==> src/rtl/pong_engine.sv <==
// Pong game-state engine: once per game tick moves paddles, advances the ball, scores,
// then requests one frame render from the mapper over a start/busy handshake.
module pong_engine #(
    parameter int MAP_WIDTH     = 80,
    parameter int MAP_HEIGHT    = 24,
    parameter int PADDLE_WIDTH  = 2,
    parameter int PADDLE_HEIGHT = 10,
    parameter int PADDLE_0_X    = 2,
    parameter int PADDLE_1_X    = 76,
    parameter int TICK_DIV      = 5000000,
    parameter int WIN_SCORE     = 9
) (
    input  logic       clock,
    input  logic       reset_n,
    input  logic       up_0,
    input  logic       down_0,
    input  logic       up_1,
    input  logic       down_1,
    output logic [7:0] ball_x,
    output logic [7:0] ball_y,
    output logic [7:0] paddle_0_x,
    output logic [7:0] paddle_0_y,
    output logic [7:0] paddle_1_x,
    output logic [7:0] paddle_1_y,
    output logic [3:0] score_0,
    output logic [3:0] score_1,
    output logic       start,
    input  logic       busy,
    output logic       game_over
);
    localparam int         CNT_W   = (TICK_DIV > 1) ? $clog2(TICK_DIV) : 1;
    localparam logic [7:0] PAD_MAX = 8'(MAP_HEIGHT - 1 - PADDLE_HEIGHT);
    localparam logic [7:0] PAD_Y0  = 8'((MAP_HEIGHT - PADDLE_HEIGHT) / 2);
    localparam logic [7:0] BALL_X0 = 8'(MAP_WIDTH / 2);
    localparam logic [7:0] BALL_Y0 = 8'(MAP_HEIGHT / 2);

    typedef enum logic [2:0] {IDLE, PADDLE, BALL, REQ, WAIT_HI, WAIT_LO} state_t;

    state_t           state_q, state_d;
    logic [CNT_W-1:0] cnt_q, cnt_d;
    logic             pend_q, pend_d;
    logic [7:0]       bx_q, bx_d, by_q, by_d;
    logic             dxn_q, dxn_d, dyn_q, dyn_d;  // 1 = moving toward lower coordinate
    logic [7:0]       p0y_q, p0y_d, p1y_q, p1y_d;
    logic [3:0]       s0_q, s0_d, s1_q, s1_d;
    logic             go_q, go_d;
    logic             wrap, pend_clr, ndxn, ndyn;

    function automatic logic [7:0] move_paddle(input logic [7:0] y, input logic up,
                                               input logic dn);
        move_paddle = y;
        if (up && !dn && y > 8'd1)
            move_paddle = y - 8'd1;
        else if (dn && !up && y < PAD_MAX)
            move_paddle = y + 8'd1;
    endfunction

    function automatic logic on_paddle(input logic [7:0] y, input logic [7:0] top);
        return (y >= top) && (y <= top + 8'(PADDLE_HEIGHT - 1));
    endfunction

    function automatic logic [3:0] sat_inc(input logic [3:0] s);
        return (s >= 4'(WIN_SCORE)) ? s : s + 4'd1;
    endfunction

    always_comb begin
        state_d  = state_q;
        bx_d     = bx_q;
        by_d     = by_q;
        dxn_d    = dxn_q;
        dyn_d    = dyn_q;
        p0y_d    = p0y_q;
        p1y_d    = p1y_q;
        s0_d     = s0_q;
        s1_d     = s1_q;
        pend_clr = 1'b0;
        start    = 1'b0;
        ndxn     = dxn_q;
        ndyn     = dyn_q;

        wrap  = (cnt_q == CNT_W'(TICK_DIV - 1));
        cnt_d = wrap ? '0 : cnt_q + 1'b1;

        case (state_q)
            IDLE: begin
                if (pend_q) begin
                    pend_clr = 1'b1;
                    state_d  = PADDLE;
                end
            end
            PADDLE: begin
                p0y_d   = move_paddle(p0y_q, up_0, down_0);
                p1y_d   = move_paddle(p1y_q, up_1, down_1);
                state_d = BALL;
            end
            BALL: begin
                state_d = REQ;
                if (!go_q) begin
                    // Wall and paddle flips are independent, so a corner hit flips both.
                    if (dyn_q && by_q == 8'd1)
                        ndyn = 1'b0;
                    else if (!dyn_q && by_q == 8'(MAP_HEIGHT - 2))
                        ndyn = 1'b1;
                    if (dxn_q && bx_q == 8'(PADDLE_0_X + PADDLE_WIDTH) && on_paddle(by_q, p0y_q))
                        ndxn = 1'b0;
                    else if (!dxn_q && bx_q == 8'(PADDLE_1_X - 1) && on_paddle(by_q, p1y_q))
                        ndxn = 1'b1;

                    if (dxn_q && bx_q == 8'd1) begin
                        s1_d  = sat_inc(s1_q);
                        bx_d  = BALL_X0;
                        by_d  = BALL_Y0;
                        dxn_d = 1'b1;
                        dyn_d = 1'b0;
                    end else if (!dxn_q && bx_q == 8'(MAP_WIDTH - 2)) begin
                        s0_d  = sat_inc(s0_q);
                        bx_d  = BALL_X0;
                        by_d  = BALL_Y0;
                        dxn_d = 1'b0;
                        dyn_d = 1'b0;
                    end else begin
                        bx_d  = ndxn ? bx_q - 8'd1 : bx_q + 8'd1;
                        by_d  = ndyn ? by_q - 8'd1 : by_q + 8'd1;
                        dxn_d = ndxn;
                        dyn_d = ndyn;
                    end
                end
            end
            REQ: begin
                if (!busy) begin
                    start   = 1'b1;
                    state_d = WAIT_HI;
                end
            end
            WAIT_HI: if (busy) state_d = WAIT_LO;
            WAIT_LO: if (!busy) state_d = IDLE;
            default: state_d = IDLE;
        endcase

        // A wrap while a tick is already pending merges into it.
        pend_d = wrap ? 1'b1 : (pend_clr ? 1'b0 : pend_q);
        go_d   = go_q || (s0_d == 4'(WIN_SCORE)) || (s1_d == 4'(WIN_SCORE));
    end

    always_ff @(posedge clock or negedge reset_n) begin
        if (!reset_n) begin
            state_q <= IDLE;
            cnt_q   <= '0;
            pend_q  <= 1'b0;
            bx_q    <= BALL_X0;
            by_q    <= BALL_Y0;
            dxn_q   <= 1'b0;
            dyn_q   <= 1'b0;
            p0y_q   <= PAD_Y0;
            p1y_q   <= PAD_Y0;
            s0_q    <= 4'd0;
            s1_q    <= 4'd0;
            go_q    <= 1'b0;
        end else begin
            state_q <= state_d;
            cnt_q   <= cnt_d;
            pend_q  <= pend_d;
            bx_q    <= bx_d;
            by_q    <= by_d;
            dxn_q   <= dxn_d;
            dyn_q   <= dyn_d;
            p0y_q   <= p0y_d;
            p1y_q   <= p1y_d;
            s0_q    <= s0_d;
            s1_q    <= s1_d;
            go_q    <= go_d;
        end
    end

    assign ball_x     = bx_q;
    assign ball_y     = by_q;
    assign paddle_0_x = 8'(PADDLE_0_X);
    assign paddle_0_y = p0y_q;
    assign paddle_1_x = 8'(PADDLE_1_X);
    assign paddle_1_y = p1y_q;
    assign score_0    = s0_q;
    assign score_1    = s1_q;
    assign game_over  = go_q;
endmodule

==> config.mk <==
export PLATFORM = sky130hd
export DESIGN_NAME = pong_engine
export DESIGN_NICKNAME = d
export VERILOG_FILES = /design/src/rtl/pong_engine.sv
export SDC_FILE = /design/constraint.sdc
export NUM_CORES = 1
export LEC_CHECK = 0
export ABC_AREA = 1
export CORE_MARGIN = 3
export CORE_UTILIZATION = 52
export CTS_CLUSTER_DIAMETER = 40
export DETAILED_ROUTE_END_ITERATION = 10
export PLACE_DENSITY = 0.78
export SLEW_MARGIN = 15
export SYNTH_ARGS = -nofsm -noshare
export SYNTH_HDL_FRONTEND = slang
export SYNTH_SLANG_ARGS = --single-unit
==> constraint.sdc <==
create_clock -name clock -period 2.8 [get_ports clock]
set_input_delay 0.84 -clock clock [delete_from_list [all_inputs] [get_ports clock]]
set_output_delay 0.84 -clock clock [all_outputs]
set_load 0.03 [all_outputs]
# Word-level counts from Yosys, hierarchy flattened
# Index checks and enable logic that the tools add are counted.
# W data, S select, Z words.
# totals
word_cells	131
out_inout_bits	58
ff_bits	70
in_bits	7
# classes
n_reduce_logical	34
n_mux	43
bitwise	1
n_eq_ne	18
add_sub_neg	13
order_cmp	10
# op_table
operator	n
$mux W8	10
$mux W4	9
$add A8 B1 Y8 const B	4
$sub A8 B1 Y8 const B	4
$add A23 B1 Y23 const B	1
$eq A23 B23 Y1 const B	1
$mux W23	1
$logic_and A1 B1 Y1	18
$mux W1	18
$pmux W3 S6	1
$add A8 B4 Y8 const B	2
$eq A8 B1 Y1 const B	2
$eq A8 B7 Y1 const B	2
$ge A8 B8 Y1	2
$gt A8 B1 Y1 const B	2
$le A8 B8 Y1	2
$lt A8 B4 Y1 const B	2
$mux W3	4
$add A4 B1 Y4 const B	2
$eq A4 B4 Y1 const B	2
$eq A8 B3 Y1 const B	1
$eq A8 B5 Y1 const B	1
$ge A4 B4 Y1 const B	2
$ne A2 B2 Y1 const B	4
10 further kinds	22

# Longest topological paths before layout
# depth
depth_word	11
mapped_depth	21
ltp_nobuf	21

# Worst setup path after synthesis
# No wires, ideal clock.
# synth_timing
path_kind	reg-to-reg
start	register p0y_q[2], in the netlist paddle_0_y[2]
end	register bx_q[4], in the netlist ball_x[4]
stages_incl_launch_ff	19
path_slack_ns	0.045
period_less_slack_ns	2.755
arrival_time_ns	2.625
path_buffers	0
setup_time_ns	0.130
required_ns	2.670
cell_sequence	dfstp_2 -> inv_2 -> nor3_2 -> inv_1 -> a21oi_1 -> nand3_1 -> xor2_1 -> ha_1 -> nand2_1 -> inv_1 -> nor2_1 -> o21a_1 -> nand2_1 -> nand2_1 -> nand3_2 -> nand2_4 -> nand2_1 -> nand3_1 -> o21ai_1
# synth_via
elab_chain_len	10
word_cells_on_any_way	11
classes_between	add/sub (1); order compare (2); mux (6); reduce/logical (2)
# synth_rtl
item	line	source
start, declared	44	logic [7:0] p0y_q, p0y_d, p1y_q, p1y_d;
start signal, assigned	167	p0y_q <= p0y_d;
$add A8 B4 Y8	59	return (y >= top) && (y <= top + 8'(PADDLE_HEIGHT - 1));
$le A8 B8 Y1	59	
$logic_and A1 B1 Y1 (*)	59	
$logic_and A1 B1 Y1 (*)	104	if (dxn_q && bx_q == 8'(PADDLE_0_X + PADDLE_WIDTH) && on_paddle(by_q, p0y_q))
$mux W1 (*)	104	
$mux W1 (*)	98	if (!go_q) begin
$mux W1 (*)	84	case (state_q)
$mux W8 (*)	122	bx_d = ndxn ? bx_q - 8'd1 : bx_q + 8'd1;
$mux W8 (*)	115	end else if (!dxn_q && bx_q == 8'(MAP_WIDTH - 2)) begin
$mux W8 (*)	109	if (dxn_q && bx_q == 8'd1) begin
end signal, assigned	150	bx_q <= BALL_X0;
end signal, assigned	163	bx_q <= bx_d;
end, declared	42	logic [7:0] bx_q, bx_d, by_q, by_d;
# Mark *: on every way between the ends. The rest lies on a longest branch, timed or not. The select of a mux whose other input is x is not followed.
# A chain may end at the register's enable or synchronous reset.

# Worst setup path in the final report
# layout_timing
start	register by_q[2], in the netlist ball_y[2]
end	output ball_y[2]
# layout_lines
item	line	source
start, declared	42	
start signal, assigned	164	by_q <= by_d;
end, declared	20	output logic [7:0] ball_y,
# No word-level cell between the ends.

==> metrics <==
Skew-Pair Late Insertion Delay=0.36 ns; FP Rows=37; first-pass GRT wire length=22.89 mm; GRT Overall Usage=0.2170; Pwr Density=316.6 nW/um2; CP required=1.96 ns; Area growth syn-to-layout=16.77%; CTS clk-pin slew, worst paths=0.08 ns; Congestion Overflow GR=0; WP buf/inv=1; Synth Cell Area=5774 um2; status=completed; Leakage=3.421 nW; Antenna Cells=0; I/O pin count=65; cts hold-fix bufs=0; Detail Placement HPWL=10.17 mm; Clock Tree Root=clkbuf_8; Final ANT Viol Nets=0; Post-Route Setup TNS=0 ns; slew at the pin closest to its max-slew limit=0.5420 ns; port buffer count=48; CTS sink count=70; Slowest-stage cell, CP=clkdlybuf4s50_1; CP endpoint kind=output pin; crit path kind=flip-flop to output pin; Syn Area/Cell=7.499 um2; # setup viols final=0; DIE WIDTH=111.4 um; drt drc=0; Hold Path Class=input port to async pin; Setup Skew=0.01093 ns; Final WS setup=0.1432 ns; Worst path top cell family by delay=buffers and inverters; Slew HR=0.6354; drt first pass iters=5; Die Height=111.4 um; Avg WL per Cell=14.13 um; Place WS=0.04429 ns; CTS buffer count=9; Yosys Warn Count=0; Initial Util=0.5471; crit-path max FO=12; vias per cell=5.422; CP Launch Type=flip-flop; CORE AREA=10560 um2; Synth cell types=47; Hold Vio Cnt, Final=0; Cells after Synth=770; Nets=898; layout cell share with drive strength beyond 1=0.1200; die area=12400 um2; worst vdd ir=0.2823 mV; slowest stage delay, CP=0.74 ns; H-tree depth=3; sequential area share after synthesis=0.3055; Tmin final=2.657 ns; CTS tree=yes; DR iter-0 viols=392; R2R setup slack=0.18 ns; WL final=13.82 mm; number of global-route vias before repair=5066; vias post-DR=5303; initial antenna violation count=0; worst-path cell chain=clkdlybuf4s50_1; Tcrit/Tclk final=0.9489; Worst Path Arrival=1.82 ns; maxcap violations=0; fin. max-slew vios=0; fmax=376.4 MHz; GPL Wtd Cong=0.8823; CTS Buffer Depth=2; Synth Register Bits=70; largest net degree at the start of global routing=71
[power breakdown]
group | switching, mW | leakage [nW] | total [mW] | internal, mW
clock network | 0.423 | 0.127 | 1.05 | 0.622
logic | 0.0636 | 2.41 | 0.0789 | 0.0153
registers | 0 | 0.881 | 1.01 | 1.01
[state kept, by name (all words and copies together) (netlist names)]
register    cells
ball_x          8
ball_y          8
cnt_q          23
dxn_q           1
dyn_q           1
game_over       1
paddle_0_y      8
paddle_1_y      8
pend_q          1
score_0         4
score_1         4
state_q         3
[routing by layer]
layer / up-vias / track usage / share of wire
met1: 2477 / 0.2763 / 0.44
met2: 188 / 0.3743 / 0.49
met3: 16 / 0.05217 / 0.060
li1: 2622 / - / -
met4: 0 / 0.05028 / 0.0098
met5: - / 0 / 0
[synth_stat cells, drive strengths merged]
library cell / n / area (um2)
nor4: 13 / 102.6
nand3b: 2 / 15.01
nand2: 154 / 598.1
a31oi: 2 / 12.51
dfstp: 10 / 262.8
nor2: 61 / 251.5
a21o: 1 / 7.510
clkinv: 4 / 15.01
inv: 122 / 457.9
xor2: 52 / 455.4
xnor2: 9 / 78.83
o221ai: 1 / 8.760
dfrtp: 60 / 1501
clkbuf: 3 / 11.26
nor3: 23 / 140.1
nand4: 22 / 150.1
conb: 2 / 7.510
nand3: 66 / 372.9
buf: 21 / 150.1
o21ai: 50 / 254.0
or2: 4 / 25.03
ha: 54 / 675.7
a21oi: 17 / 88.84
o22ai: 5 / 31.28
o21a: 3 / 22.52
o31ai: 1 / 7.510
o211ai: 6 / 50.05
nor3b: 1 / 12.51
o21bai: 1 / 7.510
[layout by cell type (no fill, tap or decap), types with 20 or more instances in the layout]
| master | instances |
|---|---|
| dfrtp_1 | 60 |
| nand4_1 | 20 |
| nand2_1 | 147 |
| inv_1 | 104 |
| xor2_1 | 52 |
| ha_1 | 54 |
| o21ai_0 | 26 |
| clkdlybuf4s50_1 | 46 |
| o21ai_1 | 23 |
| nor2_1 | 55 |
| nand3_1 | 58 |
[cells by family after synthesis]
| family | after synthesis | synth area share |
|---|---|---|
| compound gates | 87 | 0.08494 |
| xor+xnor | 61 | 0.09253 |
| fa+ha+maj | 54 | 0.1170 |
| buf+inv | 150 | 0.1099 |
| flops | 70 | 0.3055 |
| other cells | 2 | 0.001301 |
| simple gates | 346 | 0.2888 |
[metrics by stage]
stage	cells	util	power [mW]	area [um2]	hold WS [ns]
global placement	959	0.6095	1.109	6434	0.4682
detailed placement	959	0.6095	1.110	6434	0.4724
floorplan	784	-	1.092	5827	0.4505
finish	978	0.6388	2.135	6743	0.4887
global route	978	0.6388	2.212	6743	0.5128
CTS	975	0.6336	2.156	6688	0.4952
[layout make-up]
| class | instances | area, um2 |
|---|---|---|
| clock buffer | 10 | 137.6 |
| clock inverter | 6 | 116.4 |
| fill | 911 | 3812 |
| inverter | 126 | 473.0 |
| multi-input combinational | 566 | 3476 |
| sequential | 70 | 1764 |
| tap | 136 | 170.2 |
| timing repair buffer | 64 | 605.6 |
[what timing repair did]
action,4_1_cts,5_1_grt
setup buffers,0,1
resized for setup,0,7
endpoints found under the setup margin,0,8
[worst paths after layout]
path / startpoint / end / cells after the start
min reg2reg: pend_q$_DFFE_PN0P_ / pend_q$_DFFE_PN0P_ / 2
max in group asynchronous: reset_n / paddle_0_y[0]$_DFFE_PN1P_ / 2
max reg2reg: paddle_0_y[2]$_DFFE_PN1P_ / ball_x[2]$_DFFE_PN0P_ / 18
min in group clock: pend_q$_DFFE_PN0P_ / pend_q$_DFFE_PN0P_ / 2
min: reset_n / paddle_1_y[5]$_DFFE_PN0P_ / 2
max: ball_y[2]$_DFFE_PN1P_ / ball_y[2] / 1
(Power assumes the default switching activity.)
